`src/rtl/fp_pkg.sv`:
```
// Shared definitions for the single-precision square-root sequencer.
package fp_pkg;

   localparam int EXP_W_DEF = 8;
   localparam int MAN_W_DEF = 23;
   localparam int BIAS_DEF  = 127;

   // Canonical quiet NaN and positive infinity (single precision).
   localparam logic [31:0] QNAN = 32'h7FC00000;
   localparam logic [31:0] PINF = 32'h7F800000;

   typedef enum logic [2:0] {
      S_IDLE,
      S_DECODE,
      S_ISSUE,
      S_WAIT_ACK,
      S_WAIT_RES,
      S_PACK,
      S_DONE
   } state_t;

endpackage

```
`src/rtl/fp_sqrt_unpack.sv`:
```
// Combinational operand decode: classification flags, significand,
// even-adjusted unbiased exponent and the integer radicand for the root unit.
module fp_sqrt_unpack import fp_pkg::*; #(
   parameter int EXP_W = EXP_W_DEF,
   parameter int MAN_W = MAN_W_DEF,
   parameter int BIAS  = BIAS_DEF
) (
   input  logic [EXP_W+MAN_W:0]         a,
   output logic                         is_nan,
   output logic                         is_inf,
   output logic                         is_zero,
   output logic                         is_neg,
   output logic [MAN_W:0]               m,
   output logic signed [EXP_W:0]        e_adj,
   output logic                         odd,
   output logic [2*(MAN_W+1)-1:0]       radicand
);

   localparam logic signed [EXP_W:0] BIAS_S = (EXP_W+1)'(BIAS);

   logic [EXP_W-1:0]      exp_f;
   logic [MAN_W-1:0]      man_f;
   logic signed [EXP_W:0] e;

   // Field split, classification and radicand build; denormals count as zero.
   always_comb begin
      exp_f   = a[EXP_W+MAN_W-1:MAN_W];
      man_f   = a[MAN_W-1:0];
      is_neg  = a[EXP_W+MAN_W];
      is_nan  = (&exp_f) && (man_f != '0);
      is_inf  = (&exp_f) && (man_f == '0);
      is_zero = (exp_f == '0);
      m       = {1'b1, man_f};
      e       = $signed({1'b0, exp_f}) - BIAS_S;
      odd     = e[0];
      e_adj   = e - $signed({{EXP_W{1'b0}}, odd});
      // An odd exponent folds its extra factor of two into the radicand, so the
      // root always lands in [2^MAN_W, 2^(MAN_W+1)).
      if (odd)
         radicand = {m, {(MAN_W+1){1'b0}}};
      else
         radicand = {1'b0, m, {MAN_W{1'b0}}};
   end

endmodule

```
`src/rtl/fp_sqrt_seq.sv`:
```
// Single-precision square-root sequencer: resolves special operands locally and
// drives an external integer square-root unit for normal positive operands.
module fp_sqrt_seq import fp_pkg::*; #(
   parameter int EXP_W = EXP_W_DEF,
   parameter int MAN_W = MAN_W_DEF,
   parameter int BIAS  = BIAS_DEF
) (
   input  logic                         clk,
   input  logic                         rst,
   input  logic                         start,
   input  logic [EXP_W+MAN_W:0]         a,
   output logic                         ready,
   output logic                         done,
   output logic [EXP_W+MAN_W:0]         result,
   output logic                         isqrt_start,
   output logic [2*(MAN_W+1)-1:0]       isqrt_radicand,
   input  logic                         isqrt_ready,
   input  logic [MAN_W:0]               isqrt_root
);

   localparam int W = EXP_W + MAN_W + 1;
   localparam logic [W-1:0] NAN_Q = {1'b0, {EXP_W{1'b1}}, 1'b1, {(MAN_W-1){1'b0}}};
   localparam logic [W-1:0] INF_P = {1'b0, {EXP_W{1'b1}}, {MAN_W{1'b0}}};

   state_t state, state_n;

   logic [W-1:0]                op;
   logic [EXP_W-1:0]            exp_q;
   logic [MAN_W-1:0]            root_q;

   logic                        is_nan, is_inf, is_zero, is_neg, odd, special;
   logic [MAN_W:0]              m;
   logic signed [EXP_W:0]       e_adj, e_half;
   logic signed [EXP_W+1:0]     exp_calc;
   logic [2*(MAN_W+1)-1:0]      rad_w;

   // The significand, parity flag, root MSB (always 1) and exponent carry bits
   // are not needed downstream; collected here so they are visibly intentional.
   logic unused_bits;
   assign unused_bits = ^{m, odd, isqrt_root[MAN_W], exp_calc[EXP_W+1:EXP_W]};

   fp_sqrt_unpack #(
      .EXP_W (EXP_W),
      .MAN_W (MAN_W),
      .BIAS  (BIAS)
   ) u_unpack (
      .a        (op),
      .is_nan   (is_nan),
      .is_inf   (is_inf),
      .is_zero  (is_zero),
      .is_neg   (is_neg),
      .m        (m),
      .e_adj    (e_adj),
      .odd      (odd),
      .radicand (rad_w)
   );

   assign special  = is_nan | is_inf | is_zero | is_neg;
   assign e_half   = e_adj >>> 1;
   assign exp_calc = {e_half[EXP_W], e_half} + (EXP_W+2)'(BIAS);

   // State register.
   always_ff @(posedge clk or posedge rst) begin
      if (rst)
         state <= S_IDLE;
      else
         state <= state_n;
   end

   // Next-state and handshake outputs.
   always_comb begin
      state_n     = state;
      ready       = 1'b0;
      done        = 1'b0;
      isqrt_start = 1'b0;
      case (state)
         S_IDLE: begin
            ready = 1'b1;
            if (start)
               state_n = S_DECODE;
         end
         S_DECODE:   state_n = special ? S_DONE : S_ISSUE;
         S_ISSUE: begin
            isqrt_start = 1'b1;
            state_n     = S_WAIT_ACK;
         end
         S_WAIT_ACK: if (!isqrt_ready) state_n = S_WAIT_RES;
         S_WAIT_RES: if (isqrt_ready)  state_n = S_PACK;
         S_PACK:     state_n = S_DONE;
         S_DONE: begin
            done    = 1'b1;
            state_n = S_IDLE;
         end
         default:    state_n = S_IDLE;
      endcase
   end

   // Operand, radicand, exponent, root and result registers.
   always_ff @(posedge clk or posedge rst) begin
      if (rst) begin
         op             <= '0;
         isqrt_radicand <= '0;
         exp_q          <= '0;
         root_q         <= '0;
         result         <= '0;
      end else begin
         if (state == S_IDLE && start)
            op <= a;
         if (state == S_DECODE) begin
            if (is_nan)
               result <= NAN_Q;
            else if (is_zero)
               result <= {is_neg, {(W-1){1'b0}}};
            else if (is_neg)
               result <= NAN_Q;
            else if (is_inf)
               result <= INF_P;
            else begin
               isqrt_radicand <= rad_w;
               exp_q          <= exp_calc[EXP_W-1:0];
            end
         end
         if (state == S_WAIT_RES && isqrt_ready)
            root_q <= isqrt_root[MAN_W-1:0];
         // Truncated root: the hidden bit is dropped, no remainder rounding.
         if (state == S_PACK)
            result <= {1'b0, exp_q, root_q};
      end
   end

endmodule

```
`config.mk`:
```
export PLATFORM = sky130hd
export DESIGN_NAME = fp_sqrt_seq
export DESIGN_NICKNAME = d
export VERILOG_FILES = /design/src/rtl/fp_pkg.sv /design/src/rtl/fp_sqrt_unpack.sv /design/src/rtl/fp_sqrt_seq.sv
export SDC_FILE = /design/constraint.sdc
export NUM_CORES = 1
export LEC_CHECK = 0
export CORE_MARGIN = 5
export CORE_UTILIZATION = 56
export DETAILED_ROUTE_END_ITERATION = 16
export PLACE_DENSITY = 0.86
export SLEW_MARGIN = 20
export SYNTH_ARGS = -nofsm -noshare
export SYNTH_HDL_FRONTEND = slang
export SYNTH_HIERARCHICAL = 1
export SYNTH_SLANG_ARGS = --single-unit
```
`constraint.sdc`:
```
create_clock -name clk -period 11.39 [get_ports clk]
set_input_delay 1.139 -clock clk [delete_from_list [all_inputs] [get_ports clk]]
set_output_delay 1.139 -clock clk [all_outputs]
set_load 0.005 [all_outputs]
```
Word level (Yosys, flattened, before mapping) --
Index checks and enable logic that the tools add are counted.
Word-level totals: register bits 146, bits in read-only memories 0, memories 0, logic and storage cells 54, bits in writable memories 0, bits in latches 0, bits of input ports 60, output and inout bits 83
Cells by class: add/sub/neg operators 3, mux-type cells 15, multipliers 0, reduce and logical (&&, ||, !) cells 14, bitwise operators 7, shifts and indexed selects 0, div/mod/pow operators 0, $lt $le $gt $ge 0, eq/ne operators 9
Operators with widths (count):
- 2-to-1 mux 32 bit | 6
- 2-to-1 mux 48 bit | 1
- zero test 23 bit | 1
- nonzero test 23 bit | 1
- one-hot mux 3 bit (6 select lines) | 1
- 2-to-1 mux 3 bit | 4
- equality test 3 bit (second input constant) | 3
- subtractor 8 x 7 -> 9 bit (second input constant) | 1
- subtractor 9 x 2 -> 9 bit | 1
- adder 8 bit (second input constant) | 1
- zero test 8 bit | 1
- AND reduction 8 bit | 1
- equality test 3 x 2 -> 1 bit (second input constant) | 2
- inequality test 2 bit (second input constant) | 3
- AND reduction 5 bit | 1
- nonzero test 5 bit | 1
- logical AND 1 bit | 4
- inverter 1 bit | 4
- equality test 3 x 1 -> 1 bit (second input constant) | 1
- zero test 3 bit | 1
- 2-to-1 mux 1 bit | 3
- OR 1 bit | 3
- AND reduction 3 bit | 1
- AND reduction 2 bit | 1
- nonzero test 2 bit | 1

Longest topological paths before layout --
depth in word-level cells 8, depth in mapped cells 11, depth with buffers taken out 7

Modules after synthesis --
The synthesis kept the hierarchy.
Modules (own cells, without submodules):
- fp_sqrt_seq | cells an instance 434, sequential area each 3653.5 µm², area an instance 5988.2 µm², times used 1
- fp_sqrt_unpack | cells an instance 114, sequential area each 0.0 µm², area an instance 884.6 µm², times used 1

Least setup slack after synthesis --
Ideal clock, no wire load.
path type register -> register, start point register op[23], end point register isqrt_radicand[23], slack 8.646 ns, data arrival time 2.619 ns, stages on the path, launching flop included 11, cells stage by stage dfrtp_1 -> buf_2 -> buf_2 -> inv_1 -> ha_1 -> or4b_1 -> nor4_1 -> nor4_4 -> nand2_4 -> buf_6 -> mux2_4
RTL lines:
- start, declared | line fp_sqrt_seq.sv:27 | logic [W-1:0] op;
- start signal, assigned | line fp_sqrt_seq.sv:101 | op <= '0;
- start signal, assigned | line fp_sqrt_seq.sv:108 | op <= a;
- subtractor 8 x 7 -> 9 bit | line fp_sqrt_unpack.sv:34 | e = $signed({1'b0, exp_f}) - BIAS_S;
- net odd | line fp_sqrt_seq.sv:31 | logic is_nan, is_inf, is_zero, is_neg, odd, special;
- 2-to-1 mux 48 bit | line fp_sqrt_unpack.sv:39 | if (odd)
- end signal, assigned | line fp_sqrt_seq.sv:119 | isqrt_radicand <= rad_w;
- end, declared | line fp_sqrt_seq.sv:16 | output logic [2*(MAN_W+1)-1:0] isqrt_radicand,
The timed path passes the listed nets, and every way through them passes these cells. A chain may end at the register's enable or synchronous reset.

Final worst setup path --
start point register op[23], end point register isqrt_radicand[46]
The elaborated chain is that of the path after synthesis.

==> results.txt <==
----------------------------------------------------
[Outcome]
  Result of the run ... finished clean

[Placement]
  Sum of net half-perimeters after detailed placement ... 9920 um
  Input/output buffers ... ~140
  Weighted congestion at the end of routability-driven global placement ... 0.841

[Floorplanning]
  Horizontal extent of the die ... roughly 120 um
  Core Footprint ... 11600 um2
  Effective utilization at floorplan ... 57.8%
  Row Count ... 39
  Overall die area ... 14200 um2
  # IOs ... 143
  Vert. Die Dim ... 119 um

[Setup path]
  Crit Path Class ... reg2reg
  Startpoint type of the worst setup path ... flop
  Number of cells traversed by the worst register-to-register path ... 7
  FF-to-FF setup slack ... a little under 8 ns
  Setup crit end kind ... flop
  Worst EP required ... approximately 12 ns
  Data arrival time at the worst-slack endpoint ... a little under 4 ns
  Reg2reg end ... isqrt_radicand[46]
  Critical Path Fanout Max ... 54
  Worst reg2reg path startpoint ... op[23]

[Pwr]
  Internal power of the cells ... 1.86 mW
  Leakage ... 3.82 nW
  Switch Pwr ... 0.815 mW
  Fraction of power consumed by sequential logic ... 37.6%
  PwrDens ... 307 nW/um2
  Worst vdd rail ir drop ... 0.183 mV
  Switching part of the total power ... around 30%
  Logic gate share of total power ... 39.5%
  Clock network fraction of design power ... between 20 and 25%

[Global routing]
  Vias in the first global route ... approximately 4800
  Global-route layer with the greatest usage ... met2
  GR Layer Usage met3 ... 5.55%
  Total global-route track usage ... 21.9%
  Maximum number of pins on one net before global-route repair ... between 80 and 90
  Antenna violations before repair ... 0
  Remaining global-route overflow ... 0
  First-pass GRT wire length ... between 20000 and 25000 um
  Met2 Track Usage GR ... 36.9%
  Met1 capacity usage during global routing ... 26.5%

[Clocking]
  Clock sink total ... around 150
  CTS Root Cell ... sky130_fd_sc_hd__clkbuf_16
  Reg clk slew, reported paths ... roughly 0.060 ns
  Worst-Skew Late Latency ... 0.42 ns
  CTS-repair resized insts ... 0
  Number of buffers inserted during clock tree synthesis ... 17
  Number of hold buffers added after CTS ... 0
  Number of setup buffers added after CTS ... 0
  Clock Tree Buf Depth ... 2
  Clock tree from TritonCTS ... built
  H-tree level count ... 4

[Final layout]
  Commonest cells after routing, fill and taps aside ... sky130_fd_sc_hd__dfrtp_1, sky130_fd_sc_hd__clkdlybuf4s50_1, sky130_fd_sc_hd__mux2_2
  Diode count ... 0
  Net total in the final layout ... 717
  Final Core Density ... 75.4%
  Fillers ... 729
  Most common library cell in the layout ignoring fill and taps ... sky130_fd_sc_hd__dfrtp_1
  Layout overhead on the synthesized area ... 30.5%
  Multi-input gate area in the final layout ... between 2000 and 3000 um2
  Flip-flop and latch area ... 3650 um2
  Layout cells sized above 1 ... 24.6%

[Routing]
  Total Routed Length ... 15000 um
  Number of DRC markers in iteration 0 ... around 380
  Via density ... 5.49
  Average wire length per cell after detail routing ... 18.5 um
  DRC violations left ... 0
  Antenna viol nets, final ... 0
  Via count ... 4445
  Drt first pass iters ... 5

[STA]
  Shortest clock period the worst path allows after layout ... roughly 3.7 ns
  RSZ-0062 raised after global routing ... false
  Number of max-slew violations in the final report ... 0
  Setup TNS ... 0 ns
  Worst-Margin Slew ... 0.970 ns
  Hold slack final ... approximately 0.48 ns
  Max frequency ... 0.274 GHz
  Setup Viol. Count Final ... 0
  Hold violation total from the final report ... 0
  Normalized max-slew margin ... 34.7%
  Final worst path period share ... 32.1%
  Worst clock skew ... 0.00892 ns

[Yosys]
  Number of instances in the synthesized netlist ... 522
  YS warnings ... 6
  Netlist area before placement ... between 6000 and 7000 um2
  Mean cell area of the mapped netlist ... 12.8 um2

[Hold path]
  End of the worst hold path ... result[10]
  Number of cells on the worst hold path ... 2
  Worst min-delay path startpoint ... root_q[10]
  Class of the worst hold path ... reg2reg

[Run]
  Max Cap Viol ... 0

----------------------------------------------------
power by group through the flow:
stage	Combinational, mW	Clock [mW]	Sequential [mW]
finish	1.06	0.612	1.01
global route	1.15	0.643	1.05
CTS	1.07	0.621	1.01
detailed placement	1.06	0	1.01
global placement	1.03	0	0.987
floorplan	0.665	0	0.943
per-stage QoR:
step | setup slack [ns] | cells | power (mW) | cell area, um2
after detailed placement | 7.54 | 778 | 2.07 | 8060
after global placement | 7.53 | 778 | 2.01 | 8050
after global routing | 7.57 | 810 | 2.84 | 8720
after floorplan | 6.33 | 544 | 1.61 | 6760
final | 7.74 | 810 | 2.68 | 8720
after CTS | 7.51 | 810 | 2.70 | 8720
routing by layer:
layer / share of wire (%) / up-vias
li1: - / 2050
met1: 42 / 2227
met2: 51 / 127
met3: 4.2 / 41
met4: 3.3 / 0
met5: 0 / -
critical path, cell delays in order, from the launching register on:
cell                      delay [ns]
sky130_fd_sc_hd__dfrtp_2        0.63
sky130_fd_sc_hd__inv_1          0.17
sky130_fd_sc_hd__ha_1           0.15
sky130_fd_sc_hd__or4b_1         0.43
sky130_fd_sc_hd__nor4_1         0.75
sky130_fd_sc_hd__nor4_4         0.18
sky130_fd_sc_hd__nand2_4        0.76
sky130_fd_sc_hd__mux2_2         0.42
how the worst max path moves through the flow:
stage / startpoint / end / slack (ns) / cells after the start
2_1_floorplan: rst / exp_q[0] / 6.33 / 1
3_3_place_gp: op[23] / result[1] / 7.53 / 7
3_5_place_dp: op[23] / isqrt_radicand[46] / 7.54 / 7
4_1_cts: op[23] / isqrt_radicand[46] / 7.51 / 7
5_1_grt: op[23] / isqrt_radicand[46] / 7.57 / 7
6_report: op[23] / isqrt_radicand[46] / 7.74 / 7
registers in the layout (all words and copies together) (netlist names):
register / cells
op: 32
isqrt_radicand: 48
state: 3
result: 32
exp_q: 8
root_q: 23
area by class of cell:
| cell class | instances | share of cell area [%] |
|---|---|---|
| Timing Repair Buffer | 144 | 16.4 |
| Multi-Input combinational cell | 338 | 31.6 |
| Clock inverter | 10 | 2.04 |
| Inverter | 7 | 0.359 |
| Tap cell | 143 | 2.05 |
| Clock buffer | 22 | 5.55 |
| Sequential cell | 146 | 41.9 |
Note: power is estimated with default switching activity, not from simulation.
